===== src/rtl/key_rst_cond_if.sv =====
// Key/reset-request signal bundle for key_rst_cond: raw key in, conditioned
// reset request and status out. The slave modport is the conditioner's view.
interface key_rst_cond_if;
  logic       key_raw;
  logic       rst_req_n;
  logic       key_level;
  logic [7:0] press_cnt;
  logic       busy;

  modport slave (
    input  key_raw,
    output rst_req_n,
    output key_level,
    output press_cnt,
    output busy
  );

  modport master (
    output key_raw,
    input  rst_req_n,
    input  key_level,
    input  press_cnt,
    input  busy
  );
endinterface


===== src/rtl/key_rst_cond.sv =====
// Push-button reset conditioner: synchronise and debounce a key, issue a fixed
// active-low reset-request pulse after power-on and on each accepted press.
// Optional periodic auto-reset is enabled by defining KEY_RST_COND_AUTO_RST_EN.
module key_rst_cond #(
  parameter logic [31:0] DEB_CYCLES   = 32'd1_000_000,
  parameter logic [7:0]  PULSE_CYCLES = 8'd16,
  parameter logic [31:0] AUTO_PERIOD  = 32'd200_000_000
) (
  input  logic           clk_in,
  input  logic           rst_in,
  key_rst_cond_if.slave  io
);

  typedef enum logic [1:0] {
    POR     = 2'd0,
    IDLE    = 2'd1,
    PULSE   = 2'd2,
    HOLDOFF = 2'd3
  } state_t;

  localparam logic [31:0] DEB_LAST   = DEB_CYCLES - 32'd1;
  localparam logic [7:0]  PULSE_LAST = PULSE_CYCLES - 8'd1;

  // Illegal parameter values stop elaboration rather than producing odd timing.
  if (DEB_CYCLES < 32'd2) begin : g_bad_deb
    $error("key_rst_cond: DEB_CYCLES must be at least 2");
  end
  if (PULSE_CYCLES == 8'd0) begin : g_bad_pulse
    $error("key_rst_cond: PULSE_CYCLES must be at least 1");
  end
  if (AUTO_PERIOD == 32'd0) begin : g_bad_auto
    $error("key_rst_cond: AUTO_PERIOD must be at least 1");
  end

  logic        sync1_r;
  logic        sync2_r;
  logic [31:0] deb_cnt_r;
  logic        key_level_r;
  logic        key_level_d_r;
  logic        press_s;
  logic        trig_s;
  state_t      state_r;
  state_t      state_nxt;
  logic [7:0]  pulse_cnt_r;
  logic [7:0]  press_cnt_r;
  logic        rst_req_n_s;
  logic        busy_s;
  logic        rst_req_n_r;
  logic        busy_r;

  // Two-flop synchroniser for the asynchronous key; idles at released (1).
  always_ff @(posedge clk_in or negedge rst_in) begin
    if (!rst_in) begin
      sync1_r <= 1'b1;
      sync2_r <= 1'b1;
    end else begin
      sync1_r <= io.key_raw;
      sync2_r <= sync1_r;
    end
  end

  // Debounce: the level follows the key only after DEB_CYCLES unbroken differing cycles.
  always_ff @(posedge clk_in or negedge rst_in) begin
    if (!rst_in) begin
      deb_cnt_r   <= 32'd0;
      key_level_r <= 1'b1;
    end else if (sync2_r == key_level_r) begin
      deb_cnt_r   <= 32'd0;
      key_level_r <= key_level_r;
    end else if (deb_cnt_r == DEB_LAST) begin
      deb_cnt_r   <= 32'd0;
      key_level_r <= sync2_r;
    end else begin
      deb_cnt_r   <= deb_cnt_r + 32'd1;
      key_level_r <= key_level_r;
    end
  end

  // Delayed level for falling-edge (press) detection one cycle after the change.
  always_ff @(posedge clk_in or negedge rst_in) begin
    if (!rst_in) begin
      key_level_d_r <= 1'b1;
    end else begin
      key_level_d_r <= key_level_r;
    end
  end

  assign press_s = key_level_d_r & ~key_level_r;

`ifdef KEY_RST_COND_AUTO_RST_EN
  localparam logic [31:0] AUTO_LAST = AUTO_PERIOD - 32'd1;

  logic [31:0] auto_cnt_r;
  logic        auto_exp_s;

  assign auto_exp_s = (state_r == IDLE) && (auto_cnt_r == AUTO_LAST);
  assign trig_s     = press_s | auto_exp_s;

  // Auto-reset interval counter: runs only in IDLE, restarts on every pulse entry.
  always_ff @(posedge clk_in or negedge rst_in) begin
    if (!rst_in) begin
      auto_cnt_r <= 32'd0;
    end else if ((state_nxt == PULSE) && (state_r != PULSE)) begin
      auto_cnt_r <= 32'd0;
    end else if (state_r == IDLE) begin
      auto_cnt_r <= auto_cnt_r + 32'd1;
    end else begin
      auto_cnt_r <= auto_cnt_r;
    end
  end
`else
  assign trig_s = press_s;
`endif

  // FSM state register.
  always_ff @(posedge clk_in or negedge rst_in) begin
    if (!rst_in) begin
      state_r <= POR;
    end else begin
      state_r <= state_nxt;
    end
  end

  // FSM next-state logic; a held key parks in HOLDOFF so it yields one pulse only.
  always_comb begin
    state_nxt = state_r;
    case (state_r)
      POR: begin
        state_nxt = PULSE;
      end
      IDLE: begin
        if (trig_s) begin
          state_nxt = PULSE;
        end else begin
          state_nxt = IDLE;
        end
      end
      PULSE: begin
        if (pulse_cnt_r == PULSE_LAST) begin
          if (!key_level_r) begin
            state_nxt = HOLDOFF;
          end else begin
            state_nxt = IDLE;
          end
        end else begin
          state_nxt = PULSE;
        end
      end
      HOLDOFF: begin
        if (key_level_r) begin
          state_nxt = IDLE;
        end else begin
          state_nxt = HOLDOFF;
        end
      end
      default: begin
        state_nxt = POR;
      end
    endcase
  end

  // FSM output decode from the next state so the registered outputs track the state.
  always_comb begin
    rst_req_n_s = 1'b0;
    busy_s      = 1'b1;
    case (state_nxt)
      POR: begin
        rst_req_n_s = 1'b0;
        busy_s      = 1'b1;
      end
      IDLE: begin
        rst_req_n_s = 1'b1;
        busy_s      = 1'b0;
      end
      PULSE: begin
        rst_req_n_s = 1'b0;
        busy_s      = 1'b1;
      end
      HOLDOFF: begin
        rst_req_n_s = 1'b1;
        busy_s      = 1'b1;
      end
      default: begin
        rst_req_n_s = 1'b0;
        busy_s      = 1'b1;
      end
    endcase
  end

  // Output flops keep rst_req_n and busy glitch-free.
  always_ff @(posedge clk_in or negedge rst_in) begin
    if (!rst_in) begin
      rst_req_n_r <= 1'b0;
      busy_r      <= 1'b1;
    end else begin
      rst_req_n_r <= rst_req_n_s;
      busy_r      <= busy_s;
    end
  end

  // Pulse-width counter: counts PULSE cycles, zero outside a pulse.
  always_ff @(posedge clk_in or negedge rst_in) begin
    if (!rst_in) begin
      pulse_cnt_r <= 8'd0;
    end else if ((state_r == PULSE) && (state_nxt == PULSE)) begin
      pulse_cnt_r <= pulse_cnt_r + 8'd1;
    end else begin
      pulse_cnt_r <= 8'd0;
    end
  end

  // Accepted-press counter; presses outside IDLE are ignored, wraps silently.
  always_ff @(posedge clk_in or negedge rst_in) begin
    if (!rst_in) begin
      press_cnt_r <= 8'd0;
    end else if ((state_r == IDLE) && press_s) begin
      press_cnt_r <= press_cnt_r + 8'd1;
    end else begin
      press_cnt_r <= press_cnt_r;
    end
  end

  assign io.rst_req_n = rst_req_n_r;
  assign io.busy      = busy_r;
  assign io.key_level = key_level_r;
  assign io.press_cnt = press_cnt_r;

endmodule


===== src/flat_wrapper.sv =====
// flat-port wrapper written by rule: the top's interface ports become plain ports
module key_rst_cond_flat 
#(
  parameter logic [31:0] DEB_CYCLES   = 32'd1_000_000,
  parameter logic [7:0]  PULSE_CYCLES = 8'd16,
  parameter logic [31:0] AUTO_PERIOD  = 32'd200_000_000
)
  (clk_in, rst_in, io_key_raw, io_rst_req_n, io_key_level, io_press_cnt, io_busy);
  key_rst_cond_if io_i ();
  input  logic clk_in;
  input  logic rst_in;
  input wire logic [$bits(io_i.key_raw)-1:0] io_key_raw;
  output wire logic [$bits(io_i.rst_req_n)-1:0] io_rst_req_n;
  output wire logic [$bits(io_i.key_level)-1:0] io_key_level;
  output wire logic [$bits(io_i.press_cnt)-1:0] io_press_cnt;
  output wire logic [$bits(io_i.busy)-1:0] io_busy;
  assign io_i.key_raw = io_key_raw;
  assign io_rst_req_n = io_i.rst_req_n;
  assign io_key_level = io_i.key_level;
  assign io_press_cnt = io_i.press_cnt;
  assign io_busy = io_i.busy;
  key_rst_cond #(.DEB_CYCLES(DEB_CYCLES), .PULSE_CYCLES(PULSE_CYCLES), .AUTO_PERIOD(AUTO_PERIOD)) u_core (.clk_in(clk_in), .rst_in(rst_in), .io(io_i));
endmodule

===== config.mk =====
export PLATFORM = sky130hd
export DESIGN_NAME = key_rst_cond_flat
export DESIGN_NICKNAME = d
export VERILOG_FILES = /design/src/rtl/key_rst_cond_if.sv /design/src/rtl/key_rst_cond.sv /design/src/flat_wrapper.sv
export SDC_FILE = /design/constraint.sdc
export NUM_CORES = 1
export LEC_CHECK = 0
export BUFFER_PORTS_ARGS = -buffer_cell sky130_fd_sc_hd__buf_2
export CAP_MARGIN = 20
export CORE_MARGIN = 4
export CORE_UTILIZATION = 25
export DETAILED_ROUTE_END_ITERATION = 10
export GPL_ROUTABILITY_DRIVEN = 0
export PLACE_DENSITY_LB_ADDON = 0.3
export SLEW_MARGIN = 20
export SYNTH_ARGS = -nofsm -noshare
export SYNTH_HDL_FRONTEND = slang
export SYNTH_SLANG_ARGS = --single-unit
export TNS_END_PERCENT = 5

===== constraint.sdc =====
create_clock -name clk_in -period 2.2 [get_ports clk_in]
set_clock_uncertainty 0.15 [all_clocks]
set_input_delay 0.44 -clock clk_in [delete_from_list [all_inputs] [get_ports clk_in]]
set_output_delay 0.44 -clock clk_in [all_outputs]
set_load 0.02 [all_outputs]

# Word level (Yosys, flattened, before mapping)
# Cells that the tools add are included.
dict set report word_totals {
  regBits 56
  latchBits 0
  ramBits 0
  romBits 0
  output_inout_bits 11
  mem_count 0
}
dict set report op_classes {
  n_addsub 3
  multipliers 0
  div 0
  magnitude_cmp 0
  n_eq_ne 9
  n_shift 0
  n_mux 9
  bitwise_logic 3
  n_reduce_logical 8
}
# operator count
set ops {}
lappend ops {{$mux W32} 2}
lappend ops {{$add A32 B1 Y32 const B} 1}
lappend ops {{$eq A32 B20 Y1 const B} 1}
lappend ops {{$add A8 B1 Y8 const B} 2}
lappend ops {{$eq A2 B2 Y1 const B} 4}
lappend ops {{$eq A8 B4 Y1 const B} 1}
lappend ops {{$mux W8} 1}
lappend ops {{$pmux W2 S4} 1}
lappend ops {{$mux W2} 3}
lappend ops {{$eq A2 B1 Y1 const B} 2}
lappend ops {{$logic_not A2 Y1} 2}
lappend ops {{$pmux W1 S2} 2}
lappend ops {{$reduce_or A2 Y1} 2}
lappend ops {{$reduce_or A3 Y1} 1}
lappend ops {{$logic_and A1 B1 Y1} 2}
lappend ops {{$not A1 Y1} 2}
lappend ops {{$reduce_and A2 Y1} 1}
lappend ops {{$and A1 B1 Y1} 1}
lappend ops {{$eq A1 B1 Y1} 1}

# Longest topological paths before layout
dict set report logic_depth {
  word_depth 7
  mapped_depth 6
}

# Worst setup path before layout
# Ideal clock, no wire load.
dict set report synth_timing {
  path_kind {register -> register}
  startpoint {register u_core.key_level_r, in the netlist u_core.io.key_level}
  endpoint {register u_core.press_cnt_r[5], in the netlist u_core.io.press_cnt[5]}
  setup_time_ps 80
  t_arrival_ps 1579
  required_time_ps 1970
  slack_ps 391
  stages_incl_launch_ff 6
  n_path_buf 1
  synth_period_minus_slack_ps 1809
  cell_sequence {dfstp_2 > clkbuf_1 > and4bb_2 > and4_1 > nand3_1 > xnor2_1}
}
dict set report synth_between {
  elab_chain_cells 3
}
# element line
set synth_rtl {}
lappend synth_rtl {{start: declaration} key_rst_cond.sv:38} ;# logic key_level_r;
lappend synth_rtl {{start signal: assignment} key_rst_cond.sv:69} ;# key_level_r <= key_level_r;
lappend synth_rtl {{start signal: assignment} key_rst_cond.sv:72} ;# key_level_r <= sync2_r;
lappend synth_rtl {{start signal: assignment} key_rst_cond.sv:75} ;# key_level_r <= key_level_r;
lappend synth_rtl {{$not A1 Y1} key_rst_cond.sv:88} ;# assign press_s = key_level_d_r & ~key_level_r;
lappend synth_rtl {{$and A1 B1 Y1} key_rst_cond.sv:88}
lappend synth_rtl {{$logic_and A1 B1 Y1} key_rst_cond.sv:216} ;# end else if ((state_r == IDLE) && press_s) begin
lappend synth_rtl {{end signal: assignment} key_rst_cond.sv:217} ;# press_cnt_r <= press_cnt_r + 8'd1;
lappend synth_rtl {{end signal: assignment} key_rst_cond.sv:219} ;# press_cnt_r <= press_cnt_r;
lappend synth_rtl {{end: declaration} key_rst_cond.sv:45} ;# logic [7:0] press_cnt_r;
# Every way passes these cells.
# A chain may end at the register's enable or synchronous reset.

# Final worst setup path
dict set report layout_timing {
  startpoint {register u_core.deb_cnt_r[2]}
  endpoint {register u_core.deb_cnt_r[25]}
}
dict set report layout_between {
  elab_chain_cells 3
  word_cells_on_any_way 4
}
# element line
set layout_rtl {}
lappend layout_rtl {{start: declaration} key_rst_cond.sv:37} ;# logic [31:0] deb_cnt_r;
lappend layout_rtl {{start signal: assignment} key_rst_cond.sv:74} ;# deb_cnt_r <= deb_cnt_r + 32'd1;
lappend layout_rtl {{$add A32 B1 Y32 or $eq A32 B20 Y1 (tied branches)} {key_rst_cond.sv:74, key_rst_cond.sv:70}}
lappend layout_rtl {{$mux W32 (*)} key_rst_cond.sv:70} ;# end else if (deb_cnt_r == DEB_LAST) begin
lappend layout_rtl {{$mux W32 (*)} key_rst_cond.sv:67} ;# end else if (sync2_r == key_level_r) begin
# Mark *: on every way between the ends. The rest lies on a longest branch, timed or not.

==> results.py <==
metrics = {
    "worst_setup_path": {
        "slowest_stage": "or4_1",
        "startpoint_type": "flip-flop",
        "crit_path_start": "u_core.deb_cnt_r[2]",
        "rr_startpoint": "u_core.deb_cnt_r[2]",
        "path_class": "flip-flop to flip-flop",
        "cp_top_family": "simple AND/OR/NAND/NOR gates",
        "critical_path.max_fanout": 13,
        "crit_buf_inv": 0,
        "cp.required_ns": 2.29,
        "worstPathCellList": "and4_1 -> nand2_4 -> or4_1 -> a21oi_1",
        "crit_path_max_incr_delay_ns": 0.54,
        "critPathArrivalTime_ns": 2.14,
        "worst_setup_path_end_kind": "flip-flop",
    },
    "timing": {
        "finalHoldViolations": 0,
        "timing.setup.tns_ns": 0,
        "slew_headroom_pct": 58.2,
        "fin_ws_ns": 0.148,
        "fin_crit_sh_pct": 93.3,
        "fmax_mhz": 487,
        "finalSetupViolations": 0,
        "min_period_ns": 2.05,
        "max_slew.worst_pin.slew_ns": 0.623,
        "slew_viol_final": 0,
        "rsz0062_at_grt": "no",
    },
    "floorplan": {
        "rows": 38,
        "coreArea_um2": 10900,
        "io_pins": 14,
        "fp.dieArea_um2": 12900,
        "die_w_um": 114,
        "die_h_um": 114,
        "initial_core_util_pct": 25.6,
    },
    "min_path": {
        "hold_path_class": "input pin to flip-flop",
        "hold_start": "io_key_raw",
    },
    "detailed_routing": {
        "first_pass_iters": 4,
        "wl_met2_um": 2520,
        "vias": 2062,
        "wl_met1_um": 2940,
        "antenna_left": 0,
        "wl_per_cell_um": 13.3,
        "top_layer": "met4",
        "drt_iter0_drc": 93,
        "drt-total-wl_um": 5710,
        "drc": 0,
        "vias_per_cell": 4.81,
        "wl_met3_um": 181,
    },
    "yosys": {
        "ys_seq_elements": 55,
        "synth-main-ff-cell": "dfrtp_1",
        "synthXorXnorAreaFrac_pct": 8.50,
        "yosys.area.top_type": "dfrtp_1",
        "synth_compound_area_share_pct": 8.81,
        "yosysWarnings": 0,
        "synth-simple-area-share_pct": 26.2,
        "synth_edf_count": 0,
        "syn-num-nets": 276,
        "yosysTopAreaCellShare_pct": 45.0,
        "syn_area_per_cell_um2": 10.3,
        "ys_types": 42,
        "syn_area_um2": 2780,
        "yosys-top-cells-area": "dfrtp_1, dfstp_2, xor2_1",
        "synth_top_family_by_area": "simple AND/OR/NAND/NOR gates",
        "synth.area.mux_share_pct": 1.89,
        "syn_inst": 270,
        "synthAdderAreaFrac_pct": 1.35,
        "synthArstFlopShare_pct": 100,
        "ys_seq_area_share_pct": 49.7,
    },
    "clocking": {
        "clkSinkCount": 55,
        "cts_tree": "done",
        "clockBufferDepth": 2,
        "clkTransAtPathRegs_ns": 0.11,
        "post_cts_buffers": 0,
        "clk_latency_ns": 0.32,
        "cts_made_buffers": 5,
        "root_buffer": "clkbuf_8",
        "htreeDepth": 2,
    },
    "pwr": {
        "leakage_nw": 1.28,
        "ir_worst_vdd_uv": 309,
        "p_per_area_nw_per_um2": 546,
    },
    "final_layout": {
        "layoutNonFillerInstCount": 429,
        "fin_util_pct": 28.7,
        "antennaDiodeCount": 0,
        "final_layout_size_suffix_gt1_share_pct": 16.6,
        "final_nets": 294,
        "n_fill_cell": 1129,
        "regArea_um2": 1380,
        "area_delta_synth_final_pct": 12.2,
        "multiInputGateArea_um2": 1300,
    },
    "global_route": {
        "first_global_vias": 1971,
        "grt_pass1_wl_um": 9870,
        "grt_use_total_pct": 9.30,
        "antenna_found_initial": 0,
        "grt_max_degree": 27,
        "overflow": 0,
    },
    "placed_design": {
        "io_buffer_count": 13,
        "hpwl_um": 4000,
        "preCtsSetupSlack_ns": 0.174,
        "dp_cells": 420,
    },
    "run": {
        "maxCapViolCount": 0,
    },
    "run_status": {
        "status": "completed",
    },
}
[cells in the mapped netlist (4+ instances only)]
cell type,instances
and3_1,10
o21ai_0,7
o31ai_1,11
nand3_1,16
a21oi_1,17
inv_1,4
nand4_1,15
dfrtp_1,50
nor4_1,6
buf_6,5
dfstp_2,5
or4_1,11
nor2_1,28
xnor2_1,12
xor2_1,15
nand2_1,15
and4_1,4
[sequential cells by signal (all words and copies together) (netlist names)]
signal / count
u_core.deb_cnt_r: 32
u_core.io.busy: 1
u_core.io.key_level: 1
u_core.io.press_cnt: 8
u_core.key_level_d_r: 1
u_core.pulse_cnt_r: 8
u_core.state_r: 2
u_core.sync1_r: 1
u_core.sync2_r: 1
[layout by cell type, fill, tap and decap left out, types with 3 or more instances in the layout]
cell	netlist	routed
dfrtp_1	50	50
and3_1	10	10
mux2i_1	3	3
nor3_1	3	3
nand3_1	16	16
xor2_1	15	15
nand2_1	15	15
buf_4	1	7
buf_2	2	13
and4_1	4	4
o21ai_0	7	7
or4_1	11	11
dfstp_2	5	5
o31ai_1	11	11
a21oi_1	17	17
inv_1	4	4
xnor2_1	12	12
nor4_1	6	6
nor2_1	28	28
nand4_1	15	15
clkbuf_8	0	6
[per-layer routing]
| layer | up-vias | GRT usage, % |
|---|---|---|
| li1 | 1023 | - |
| met2 | 37 | 14.4 |
| met1 | 997 | 13.2 |
| met4 | 0 | 2.72 |
| met5 | - | 0 |
| met3 | 5 | 1.80 |
[through the flow]
stage               power (W)  hold WS (ns)  instance area, um2
finish                0.00171        0.0665                3120
global route          0.00178        0.0445                3120
CTS                   0.00173        0.0510                3120
detailed placement    0.00110         0.200                3010
global placement      0.00110         0.196                3010
floorplan             0.00107      -0.00559                2780
[area by class of cell]
| type | count | area share [%] |
|---|---|---|
| Clock buffer | 6 | 2.64 |
| Tap cell | 140 | 5.61 |
| Inverter | 4 | 0.481 |
| Clock inverter | 2 | 0.561 |
| Timing Repair Buffer | 22 | 4.73 |
| Sequential cell | 55 | 44.3 |
| Multi-Input combinational cell | 200 | 41.7 |
[what timing repair did]
item / in CTS / in global routing
hold buffers: 1 / 0
setup endpoints to repair: 0 / 1
hold endpoints to repair: 15 / 0
resized for setup: 0 / 1
[power by group]
| group | switching, W | internal (W) | total, W | leakage [nW] |
|---|---|---|---|---|
| clock network | 0.000361 | 0.000265 | 0.000626 | 0.0522 |
| registers | 0.00000675 | 0.00102 | 0.00103 | 0.738 |
| logic | 0.0000391 | 0.0000160 | 0.0000551 | 0.486 |
| total | 0.000407 | 0.00130 | 0.00171 | 1.28 |
[worst paths after layout]
path	cells after the start	end	slack [ns]
min	1	u_core.sync1_r	0.07
max	4	u_core.deb_cnt_r[25]	0.15
min in group asynchronous	2	u_core.io.press_cnt[0]	0.44
max in group asynchronous	3	u_core.deb_cnt_r[17]	0.83
min reg2reg	0	u_core.sync2_r	0.21
max reg2reg	4	u_core.deb_cnt_r[25]	0.15
[logic make-up after synthesis]
| kind of cell | Yosys count |
|---|---|
| simple gates | 125 |
| compound gates | 40 |
| buf+inv | 15 |
| mux | 5 |
| xor+xnor | 27 |
| fa+ha+maj | 3 |
| flops | 55 |
Power figures use the tool's default switching activity.
